## config.mk

```make
export PLATFORM = sky130hd
export DESIGN_NAME = sat_div_16bit
export DESIGN_NICKNAME = d
export VERILOG_FILES = /design/src/rtl/alu_pkg.sv /design/src/rtl/div_step_17bit.sv /design/src/rtl/sat_div_16bit.sv
export SDC_FILE = /design/constraint.sdc
export NUM_CORES = 1
export LEC_CHECK = 0
export CORE_ASPECT_RATIO = 0.5
export CORE_MARGIN = 2
export CORE_UTILIZATION = 40
export DETAILED_ROUTE_END_ITERATION = 10
export GPL_ROUTABILITY_DRIVEN = 0
export GPL_TIMING_DRIVEN = 1
export PLACE_DENSITY_LB_ADDON = 0.1
export SYNTH_ARGS = -nofsm -noshare
export SYNTH_HDL_FRONTEND = slang
export SYNTH_HIERARCHICAL = 1
export SYNTH_SLANG_ARGS = --single-unit
```

## constraint.sdc

```tcl
create_clock -name clk -period 3.8 [get_ports clk]
set_input_delay 0.76 -clock clk [delete_from_list [all_inputs] [get_ports clk]]
set_output_delay 0.76 -clock clk [all_outputs]
set_load 0.02 [all_outputs]
```

## src/rtl/alu_pkg.sv

```systemverilog
// ============================================================================
// Module   : alu_pkg
// Purpose  : Shared ALU types and constants (divider FSM states, saturation).
// Revision : 1.0 - initial release
// ============================================================================
`default_nettype none

package alu_pkg;

  typedef enum logic [1:0] {
    IDLE = 2'd0,
    RUN  = 2'd1,
    FIX  = 2'd2
  } div_state_t;

  localparam logic [15:0] SAT_POS    = 16'h7FFF;
  localparam logic [15:0] SAT_NEG    = 16'h8000;
  localparam int          DIV_CYCLES = 16;

endpackage

`default_nettype wire

```

## src/rtl/div_step_17bit.sv

```systemverilog
// ============================================================================
// Module   : div_step_17bit
// Purpose  : One combinational restoring-division step (shift, trial subtract).
// Revision : 1.0 - initial release
// ============================================================================
`default_nettype none

module div_step_17bit (
  input  logic [16:0] rem_in,
  input  logic [15:0] divisor,
  input  logic        dividend_bit,
  output logic [16:0] rem_out,
  output logic        q_bit
);

  logic [17:0] w_shifted;
  logic [17:0] w_trial;

  // One spare bit above the shifted remainder so the trial sign is never aliased.
  assign w_shifted = {rem_in, dividend_bit};
  assign w_trial   = w_shifted - {2'b00, divisor};
  assign q_bit     = ~w_trial[17];
  assign rem_out   = w_trial[17] ? w_shifted[16:0] : w_trial[16:0];

endmodule

`default_nettype wire

```

## src/rtl/sat_div_16bit.sv

```systemverilog
// ============================================================================
// Module   : sat_div_16bit
// Purpose  : Fixed-latency 16-bit signed divider with saturation and flags.
// Revision : 1.0 - initial release
// ============================================================================
`default_nettype none

module sat_div_16bit #(
  parameter int DIV_CYCLES = alu_pkg::DIV_CYCLES
) (
  input  logic        clk,
  input  logic        rst,
  input  logic        start,
  input  logic [15:0] A,
  input  logic [15:0] B,
  output logic        busy,
  output logic        done,
  output logic [15:0] Quot,
  output logic [15:0] Rem,
  output logic        Ovfl,
  output logic        DivZero
);

  import alu_pkg::*;

  localparam int                  c_cnt_w = $clog2(DIV_CYCLES);
  localparam logic [c_cnt_w-1:0]  c_last  = c_cnt_w'(DIV_CYCLES - 1);

  div_state_t         r_state;
  logic [c_cnt_w-1:0] r_cnt;
  logic [16:0]        r_rem;
  logic [15:0]        r_q;
  logic [15:0]        r_abs_b;
  logic [15:0]        r_a;
  logic               r_sq;
  logic               r_sr;
  logic               r_dz;
  logic               r_ov;

  logic [15:0]        w_abs_a;
  logic [15:0]        w_abs_b;
  logic [16:0]        w_rem_next;
  logic               w_q_bit;
  logic [15:0]        w_quot_signed;
  logic [15:0]        w_rem_signed;

  // Magnitude of 0x8000 wraps back to 0x8000, which is the correct unsigned value.
  assign w_abs_a = A[15] ? (16'd0 - A) : A;
  assign w_abs_b = B[15] ? (16'd0 - B) : B;

  div_step_17bit u_step (
    .rem_in       (r_rem),
    .divisor      (r_abs_b),
    .dividend_bit (r_q[15]),
    .rem_out      (w_rem_next),
    .q_bit        (w_q_bit)
  );

  assign w_quot_signed = r_sq ? (16'd0 - r_q) : r_q;
  assign w_rem_signed  = r_sr ? (16'd0 - r_rem[15:0]) : r_rem[15:0];

  always_ff @(posedge clk) begin
    if (rst) begin
      r_state <= IDLE;
      r_cnt   <= '0;
      r_rem   <= '0;
      r_q     <= '0;
      r_abs_b <= '0;
      r_a     <= '0;
      r_sq    <= 1'b0;
      r_sr    <= 1'b0;
      r_dz    <= 1'b0;
      r_ov    <= 1'b0;
      busy    <= 1'b0;
      done    <= 1'b0;
      Quot    <= '0;
      Rem     <= '0;
      Ovfl    <= 1'b0;
      DivZero <= 1'b0;
    end else begin
      done <= 1'b0;
      busy <= (r_state == RUN);
      case (r_state)
        IDLE: begin
          if (start) begin
            r_q     <= w_abs_a;
            r_abs_b <= w_abs_b;
            r_a     <= A;
            r_sq    <= A[15] ^ B[15];
            r_sr    <= A[15];
            r_dz    <= (B == 16'h0000);
            r_ov    <= (A == 16'h8000) && (B == 16'hFFFF);
            r_rem   <= '0;
            r_cnt   <= '0;
            r_state <= RUN;
          end
        end
        RUN: begin
          r_rem <= w_rem_next;
          r_q   <= {r_q[14:0], w_q_bit};
          r_cnt <= r_cnt + 1'b1;
          if (r_cnt == c_last) begin
            r_state <= FIX;
          end
        end
        FIX: begin
          done    <= 1'b1;
          DivZero <= r_dz;
          // Special cases discard whatever the iteration produced.
          if (r_dz) begin
            Quot <= r_sr ? SAT_NEG : SAT_POS;
            Rem  <= r_a;
            Ovfl <= 1'b0;
          end else if (r_ov) begin
            Quot <= SAT_POS;
            Rem  <= 16'h0000;
            Ovfl <= 1'b1;
          end else begin
            Quot <= w_quot_signed;
            Rem  <= w_rem_signed;
            Ovfl <= 1'b0;
          end
          r_state <= IDLE;
        end
        default: r_state <= IDLE;
      endcase
    end
  end

endmodule

`default_nettype wire
```

==> run summary, run 1 <==
outcome: finished clean
Die Area: 0.01736 mm^2
largest cells by area after synthesis: dfxtp_1, a21oi_1, nand2_1
Mapped Area: 0.006506 mm^2
Cell Area, Placed: 0.007327 mm^2
Hold WC Path Type: reg -> reg
Max clock buf depth: 2
Final WS setup: 0.6728 ns
syn_nets: 849
fraction of layout cells with a size suffix above 1: 0.08263
Die Ht: 94.18 um
CTS buffer count: 9
FILL cells: 1560
core area: 0.01566 mm^2
Max-Cap Viols: 0
max frequency: 319.8 MHz
Root Driver: clkbuf_16
Synthesis Warnings: 6
CP Data Required Time: 4.05 ns
Rows: 32
Cells after Synth: 791
maximum number of pins on one net before global-route repair: 59
clk sink count: 110
Worst setup SP type: register
Initial DRC Count: 468
RR Startpoint: r_rem[8]$_SDFFE_PP0P_
Slew @ Worst Pin: 1.113 ns
Antenna Violating Nets Remaining: 0
Post-synth EDFFs: 0
most frequent cells in the layout: dfxtp_1, nand2_1, a21oi_1
Max stage delay on crit path: 0.57 ns
Final Cycle Share: 0.8229
Leak: 2.780 nW
Comb pwr share: 0.554
CP Depth: 8
area grow syn2layout: 16.96%
switching pwr: 2.224 mW
Hold Crit Start: r_abs_b[9]$_SDFFE_PP0P_
Critical Path End Type: register
commonest non-fill, non-tap cell in the layout: dfxtp_1
Async S/R FF share, synth: 0
Critical Path Fanout Max: 16
CTS Hold Bufs: 0
Remaining DRCs: 0
Setup Skew: 0.009991 ns
Slew Limit Headroom: 0.2553
ant diodes: 0
Die Width: 184.4 um
via count: 5832
vias in the first global route: 5500
clock power share: 0.175
vias per cell: 5.523
Hold Path Depth: 2
crit path DAT: 3.38 ns
final setup fails: 0
final hold violation count: 0
Setup Slack @ Placement: 0.7058 ns
Yosys top cell area share: 0.3385
sequential power share: 0.271
DP HPWL: 13260 um
Sw Share: 0.4156
predominant post-synthesis flop cell: dfxtp_1
critical path class: reg -> reg
final wirelength: 18150 um
setup bufs post-CTS: 0
Final Instance Area: 0.007610 mm^2
remaining global-route overflow: 0
Boundary Pins: 71
# resized after CTS: 0
initial antenna violation count: 0
pwr dens: 703.3 mW/mm^2
Initial Util: 0.4156
Critical-path top delay cell: xnor2_4
Buffers on Ports: 70
Critical Path Start: r_rem[8]$_SDFFE_PP0P_
flops & latches, synth: 110
CTS tree: built
Max H-tree Level: 3
first-pass GRT wire length: 29870 um
setup tns final: 0 ns
WL/cell: 17.19 um
Top Family by Delay on Critical Path: simple AND/OR/NAND/NOR gates
nets: 888
Worst Reg-to-Reg Cells: 8
max-slew violation count: 0
Total GRT Usage: 0.2194
Peak VDD IR: 0.0004955 V
critical-path cell list: ha_1, nand3_1, or4_1, a31oi_2, nor3_4, xnor2_4, mux2_2, a22o_1
P_int: 3.128 mW
syn_area_per_cell: 8.225 um^2
register area share after synthesis: 0.3385
unrepaired setup endpoints after global routing: no
Synth area leader: dfxtp_1
clock slew at reported path FFs: 0.08 ns
Yosys cell types: 69
Buf+Inv Stages, Crit Path: 0
Tmin final: 3.127 ns
clock latency on the worst-skew pair: 0.36 ns
drt pass-1 iters: 4
==> layout make-up <==
| type | count | area, um^2 | area share |
|---|---|---|---|
| multi-input cells | 599 | 3958 | 0.5201 |
| clock buffers | 10 | 229.0 | 0.03009 |
| clock inverters | 6 | 53.80 | 0.007070 |
| flip-flops and latches | 110 | 2202 | 0.2894 |
| repair buffers | 82 | 785.8 | 0.1033 |
| well taps | 221 | 276.5 | 0.03634 |
| inverters | 28 | 105.1 | 0.01381 |
==> path summary, 6_finish.rpt <==
kind | slack [ns] | endpoint
hold / removal | 0.45 | r_abs_b[9]$_SDFFE_PP0P_
hold reg to reg | 0.45 | r_abs_b[9]$_SDFFE_PP0P_
setup / recovery | 0.67 | r_rem[6]$_SDFFE_PP0P_
setup reg to reg | 0.67 | r_rem[6]$_SDFFE_PP0P_
==> synth_stat cells (all sizes together), types with 2 or more instances <==
master   instances
o22ai           14
a22o            18
a221oi           4
ha              22
nand3b           5
nand2b           9
clkbuf          36
nor3            11
or3              8
a31oi            7
o31ai           16
nand3           15
or2              6
nor2b            4
buf             18
o41ai           13
a211oi          15
a21oi           83
xor2            30
xnor2           36
and3            12
mux2            14
o21ai           34
o211ai           4
nand4            9
inv             28
nor4             7
mux2i            4
dfxtp          110
a22oi           12
nor2            52
nor3b            7
or4              9
o2111ai          2
nand2          103
==> flip-flops by register name, indices dropped and copies added, names as in the netlist <==
register,count
r_cnt,4
r_dz,1
Ovfl,1
DivZero,1
Quot,16
done,1
r_rem,17
r_ov,1
Rem,16
r_sq,1
r_a,16
r_q,16
r_abs_b,16
busy,1
r_state,2
==> layer usage <==
metal | up-vias | wire length (um) | GRT usage
met5 | - | 0 | 0
met4 | 0 | 99 | 0.03400
met3 | 10 | 575 | 0.04264
met2 | 85 | 7890 | 0.3333
met1 | 2804 | 9587 | 0.3236
li1 | 2933 | - | -
==> cell families after synthesis <==
kind of cell             count (synthesis)  share of synthesized area
adder cells (fa/ha/maj)                 23                    0.04538
flip-flops                             110                     0.3385
multiplexers                            18                    0.03327
AND/OR/NAND/NOR                        259                     0.1965
buffers and inverters                   82                    0.05481
XOR/XNOR                                66                    0.09173
AO/OA/AOI/OAI                          233                     0.2398
==> power groups by stage <==
stage | clock network, mW | logic, mW | registers (mW)
CTS | 0.956 | 2.93 | 1.45
detailed placement | 0 | 2.92 | 1.47
finish | 0.936 | 2.97 | 1.45
floorplan | 0 | 2.43 | 1.41
global route | 1.00 | 3.21 | 1.47
global placement | 0 | 2.90 | 1.47
==> worst reg2reg max path: stages, from the launching register on <==
cell	delay (ns)
dfxtp_1	0.38
ha_1	0.47
nand3_1	0.14
or4_1	0.53
a31oi_2	0.24
nor3_4	0.08
xnor2_4	0.57
mux2_2	0.42
a22o_1	0.20
==> through the flow <==
stage	utilization	instances	power, mW	hold slack, ns
finish	0.4861	1056	5.352	0.4533
global route	0.4861	1056	5.690	0.4714
CTS	0.4861	1056	5.336	0.4546
detailed placement	0.4680	1040	4.390	0.4457
global placement	0.4680	1040	4.369	0.4398
floorplan	-	791	3.846	0.4319
(Power assumes the default switching activity.)
==> run 2, diff against run 1 <==
- clock period: 3.8 -> 2.82 ns (I/O delays scaled with it)
==> run summary, run 2 (synthesis gave the netlist of run 1 again) <==
Biggest register: r_rem
final setup fails: 0 (unchanged)
number of flip-flops in the largest register: 17 (unchanged)
Slew @ Worst Pin: 1.213 ns (+0.1005 ns)
Hold WC Path Type: reg -> reg
Setup Skew: 0.01453 ns (+0.004536 ns)
first-pass GRT wire length: 30330 um (+1.5%)
Antenna Violating Nets Remaining: 0 (unchanged)
DP HPWL: 13830 um (+4.3%)
Leak: 3.051 nW (+9.8%)
crit path DAT: 2.97 ns (-0.41 ns)
final hold violation count: 0 (unchanged)
final wirelength: 18650 um (+2.7%)
CTS Hold Bufs: 0 (unchanged)
Final Cycle Share: 0.9658 (+0.1429)
clock latency on the worst-skew pair: 0.36 ns (about the same)
Met3 Routed Length: 888 um (+54%)
Max stage delay on crit path: 0.34 ns (-0.23 ns)
Boundary Pins: 71 (unchanged)
M1 WL: 9669 um (+0.86%)
DR WL met2: 7911 um (+0.27%)
Die Area: 0.01736 mm^2 (unchanged)
Slew Limit Headroom: 0.1866 (-0.06864)
initial antenna violation count: 1 (+1)
Max H-tree Level: 3 (unchanged)
clk sink count: 110 (unchanged)
nets: 940 (+5.9%)
vias in the first global route: 5856 (+6.5%)
clock slew at reported path FFs: 0.08 ns (about the same)
max-slew violation count: 0 (unchanged)
most frequent cells in the layout: dfxtp_1, nand2_1, a21oi_1
Buf+Inv Stages, Crit Path: 3 (+3)
maximum number of pins on one net before global-route repair: 42 (-29%)
Hold Crit Start: r_abs_b[15]$_SDFFE_PP0P_
commonest non-fill, non-tap cell in the layout: dfxtp_1
area grow syn2layout: 24.04%
Final Instance Area: 0.008070 mm^2 (+6.1%)
Initial DRC Count: 404 (-14%)
fraction of layout cells with a size suffix above 1: 0.1411 (+0.05845)
critical-path cell list: inv_1, ha_1, buf_4, a21oi_4, o211ai_1, a311o_1, nor3_4, xnor2_4, clkbuf_16, mux2_2, a22o_1
Rows: 32 (unchanged)
RR Startpoint: r_abs_b[14]$_SDFFE_PP0P_
Die Width: 184.4 um (unchanged)
Peak VDD IR: 0.0007275 V (+47%)
DR top layer: met4
drt pass-1 iters: 5 (+1)
pwr dens: 975.0 mW/mm^2 (+39%)
hold_ws: 0.4551 ns (+0.001780 ns)
Worst setup SP type: register
Critical Path End Type: register
via count: 6020 (+3.2%)
vias per cell: 5.433 (-1.6%)
Die Ht: 94.18 um (unchanged)
CTS tree: built
Cell Area, Placed: 0.007695 mm^2 (+5.0%)
Critical Path Fanout Max: 8 (-8)
total power: 7.868 mW (+47%)
Max-Cap Viols: 0 (unchanged)
critical path class: reg -> reg
Remaining DRCs: 0 (unchanged)
Buffers on Ports: 70 (unchanged)
Tmin final: 2.724 ns (-0.4035 ns)
Critical Path Start: r_abs_b[14]$_SDFFE_PP0P_
Total GRT Usage: 0.2213 (+0.001981)
WL/cell: 16.83 um (-2.1%)
Critical-path top delay cell: dfxtp_1
core area: 0.01566 mm^2 (unchanged)
CTS buffer count: 9 (unchanged)
outcome: finished clean
remaining global-route overflow: 0 (unchanged)
setup tns final: 0 ns (unchanged)
CP Data Required Time: 3.07 ns (-0.98 ns)
Max clock buf depth: 2 (unchanged)
Top Family by Delay on Critical Path: compound AO/OA/AOI/OAI gates
Root Driver: clkbuf_16
Initial Util: 0.4156 (unchanged)
max frequency: 367.2 MHz (+15%)
==> run 2: cell count changes in the layout (fill, tap and decap cells not counted), sizes merged <==
cell      previous run  this run
diode                0         1
buf                 13        64
clkinvlp             1         3
clkinv               2         0
==> run 2: layer usage <==
layer,vias up,global-route usage
met4,0,0.03733
met3,15,0.04651
met5,-,0
met1,2861,0.3192
li1,3029,-
met2,115,0.3418
==> run 2: worst register-to-register path, cell delays in order, from the launching register on <==
cell       delay (ns)
dfxtp_1          0.34
inv_1            0.04
ha_1             0.29
buf_4            0.17
a21oi_4          0.15
o211ai_1         0.11
a311o_1          0.32
nor3_4           0.28
xnor2_4          0.18
clkbuf_16        0.21
mux2_2           0.33
a22o_1           0.20
==> run 2: what timing repair did <==
action	in CTS	in global routing
setup buffers	2	0
setup endpoints to repair	15	17
gates cloned	0	1
gates resized for setup	0	10
pin swaps	2	3
==> run 2: layout make-up <==
cell class	instances	area, um^2
multi-input cells	599	3995
clock buffers	9	225.2
inverters	28	105.1
flip-flops and latches	110	2202
diodes	1	2.502
well taps	221	276.5
repair buffers	134	1210
fillers	1535	7585
clock inverters	6	53.80
==> run 2: final timing paths <==
path                               to  slack (ns)  depth (start not counted)
max             r_rem[3]$_SDFFE_PP0P_         0.1                         11
min reg2reg  r_abs_b[15]$_SDFFE_PP0P_        0.46                          2
max reg2reg     r_rem[3]$_SDFFE_PP0P_         0.1                         11
min          r_abs_b[15]$_SDFFE_PP0P_        0.46                          2
==> run 2: report_power, final <==
group          leakage [nW]  switching (mW)  internal [mW]  total, mW
combinational          2.03            2.31           2.45       4.76
sequential            0.896           0.157           1.70       1.86
clock                 0.128           0.635          0.612       1.25
total                  3.05            3.10           4.77       7.87
==> run 2: stage by stage <==
step           setup WS [ns]  utilization  cells
2_1_floorplan         0.1205            -    791
3_3_place_gp        -0.03676       0.4915   1089
3_5_place_dp        -0.09863       0.4915   1089
4_1_cts             0.004680       0.5111   1106
5_1_grt             -0.01413       0.5153   1107
6_report             0.09636       0.5155   1108
==> run 3, diff against run 2 <==
- CORE_UTILIZATION: 40 -> 52
- TNS_END_PERCENT: default -> 30
==> run summary, run 3 (synthesis gave the netlist of run 1 again) <==
Final Cycle Share: 0.9613 (-0.004553)
met1 usage: 0.3763 (+0.05703)
via count: 6045 (+0.42%)
Cell Area, Placed: 0.007525 mm^2 (-2.2%)
Worst Reg-to-Reg Cells: 10 (-1)
Biggest register: r_rem
CP Data Required Time: 3.06 ns (about the same)
GR Util met3: 0.05145 (+0.004937)
Critical Path End Type: register
vias per cell: 5.841 (+7.5%)
Rows: 28 (-13%)
fraction of layout cells with a size suffix above 1: 0.1287 (-0.01235)
FILL cells: 1049 (-32%)
Final Instance Area: 0.007896 mm^2 (-2.2%)
Worst setup SP type: register
core area: 0.01202 mm^2 (-23%)
Boundary Pins: 71 (unchanged)
area grow syn2layout: 21.37%
commonest non-fill, non-tap cell in the layout: dfxtp_1
Max clock buf depth: 2 (unchanged)
Total GRT Usage: 0.2644 (+0.04305)
hold_ws: 0.4534 ns (-0.001716 ns)
Leak: 2.976 nW (-2.5%)
most frequent cells in the layout: dfxtp_1, nand2_1, a21oi_1
setup tns final: 0 ns (unchanged)
Peak VDD IR: 0.0008673 V (+19%)
pwr dens: 957.2 mW/mm^2 (-1.8%)
Initial Util: 0.5414 (+0.1258)
Critical Path Fanout Max: 15 (+7)
Die Ht: 83.10 um (-12%)
remaining global-route overflow: 0 (unchanged)
WL/cell: 16.79 um (-0.24%)
drt pass-1 iters: 5 (unchanged)
Buffers on Ports: 70 (unchanged)
Final WS setup: 0.1092 ns (+0.01284 ns)
Die Width: 162.2 um (-12%)
unrepaired setup endpoints after global routing: no
Die Area: 0.01348 mm^2 (-22%)
GRT busiest layer: met2
GR Layer Usage met2: 0.4159 (+0.07407)
CTS buffer count: 9 (unchanged)
Hold WC Path Type: reg -> reg
vias in the first global route: 5791 (-1.1%)
Slew @ Worst Pin: 1.268 ns (+0.05443 ns)
outcome: finished clean
clk sink count: 110 (unchanged)
final setup fails: 0 (unchanged)
initial antenna violation count: 0 (-1)
Max-Cap Viols: 0 (unchanged)
sequential cell area: 0.002203 mm^2 (about the same)
final hold violation count: 0 (unchanged)
max frequency: 368.9 MHz (+0.47%)
max-slew violation count: 0 (unchanged)
Multi-input gate area: 0.004016 mm^2 (+0.53%)
Initial DRC Count: 493 (+22%)
DP HPWL: 12720 um (-8.0%)
number of flip-flops in the largest register: 17 (unchanged)
first-pass GRT wire length: 29190 um (-3.8%)
Setup Skew: 0.01445 ns (-0.00007970 ns)
crit path DAT: 2.95 ns (-0.02 ns)
ant diodes: 0 (-1)
critical path class: reg -> reg
nets: 923 (-1.8%)
Slew Limit Headroom: 0.1502 (-0.03649)
CTS tree: built
Remaining DRCs: 0 (unchanged)
Antenna Violating Nets Remaining: 0 (unchanged)
Tmin final: 2.711 ns (-0.01284 ns)
clock slew at reported path FFs: 0.08 ns (about the same)
clock latency on the worst-skew pair: 0.36 ns (about the same)
maximum number of pins on one net before global-route repair: 46 (+9.5%)
Hold Path Depth: 2 (unchanged)
Setup Slack @ Placement: 0.04604 ns (+0.1447 ns)
Root Driver: clkbuf_16
final wirelength: 17380 um (-6.8%)
total power: 7.559 mW (-3.9%)
Max H-tree Level: 3 (unchanged)
==> run 3: per-layer routing <==
layer / wire [um] / share of wire
met5: 0 / 0
met4: 257 / 0.015
met3: 851 / 0.049
met2: 7899 / 0.45
met1: 8372 / 0.48
==> run 3: layout make-up <==
cell class,instances,share of cell area
multi-input cells,599,0.5086
inverters,28,0.01331
flip-flops and latches,110,0.2790
repair buffers,117,0.1344
clock buffers,10,0.03026
clock inverters,6,0.008240
well taps,165,0.02614
==> run 3: path summary, 6_finish.rpt <==
path / start / endpoint / slack, ns
min reg2reg: r_abs_b[10]$_SDFFE_PP0P_ / r_abs_b[10]$_SDFFE_PP0P_ / 0.45
max reg2reg: r_abs_b[12]$_SDFFE_PP0P_ / r_rem[3]$_SDFFE_PP0P_ / 0.11
max: r_abs_b[12]$_SDFFE_PP0P_ / r_rem[3]$_SDFFE_PP0P_ / 0.11
min: r_abs_b[10]$_SDFFE_PP0P_ / r_abs_b[10]$_SDFFE_PP0P_ / 0.45
==> run 3: timing repair <==
| action | CTS | global route |
|---|---|---|
| resized for setup | 0 | 9 |
| setup buffers | 0 | 1 |
| hold buffers | 0 | 0 |
| endpoints found under the setup margin | 0 | 14 |
==> run 3: critical path, cell delays in order, from the launching register on <==
cell	delay [ns]
dfxtp_1	0.34
inv_1	0.05
ha_2	0.40
nand4_1	0.15
or4_4	0.46
a31oi_4	0.19
nor3_4	0.08
xnor2_4	0.19
buf_12	0.18
mux2_2	0.34
a22o_1	0.21
==> run 3: through the flow <==
stage	util	cells
after floorplan	-	791
after global routing	0.6571	1035
after detailed placement	0.6262	1018
after global placement	0.6262	1018
after CTS	0.6515	1034
final	0.6571	1035
==> run 3: power by group <==
group / internal [mW] / leakage, nW / switching, mW
logic: 2.23 / 1.93 / 2.16
clock network: 0.651 / 0.150 / 0.633
registers: 1.71 / 0.896 / 0.180
total: 4.59 / 2.98 / 2.97
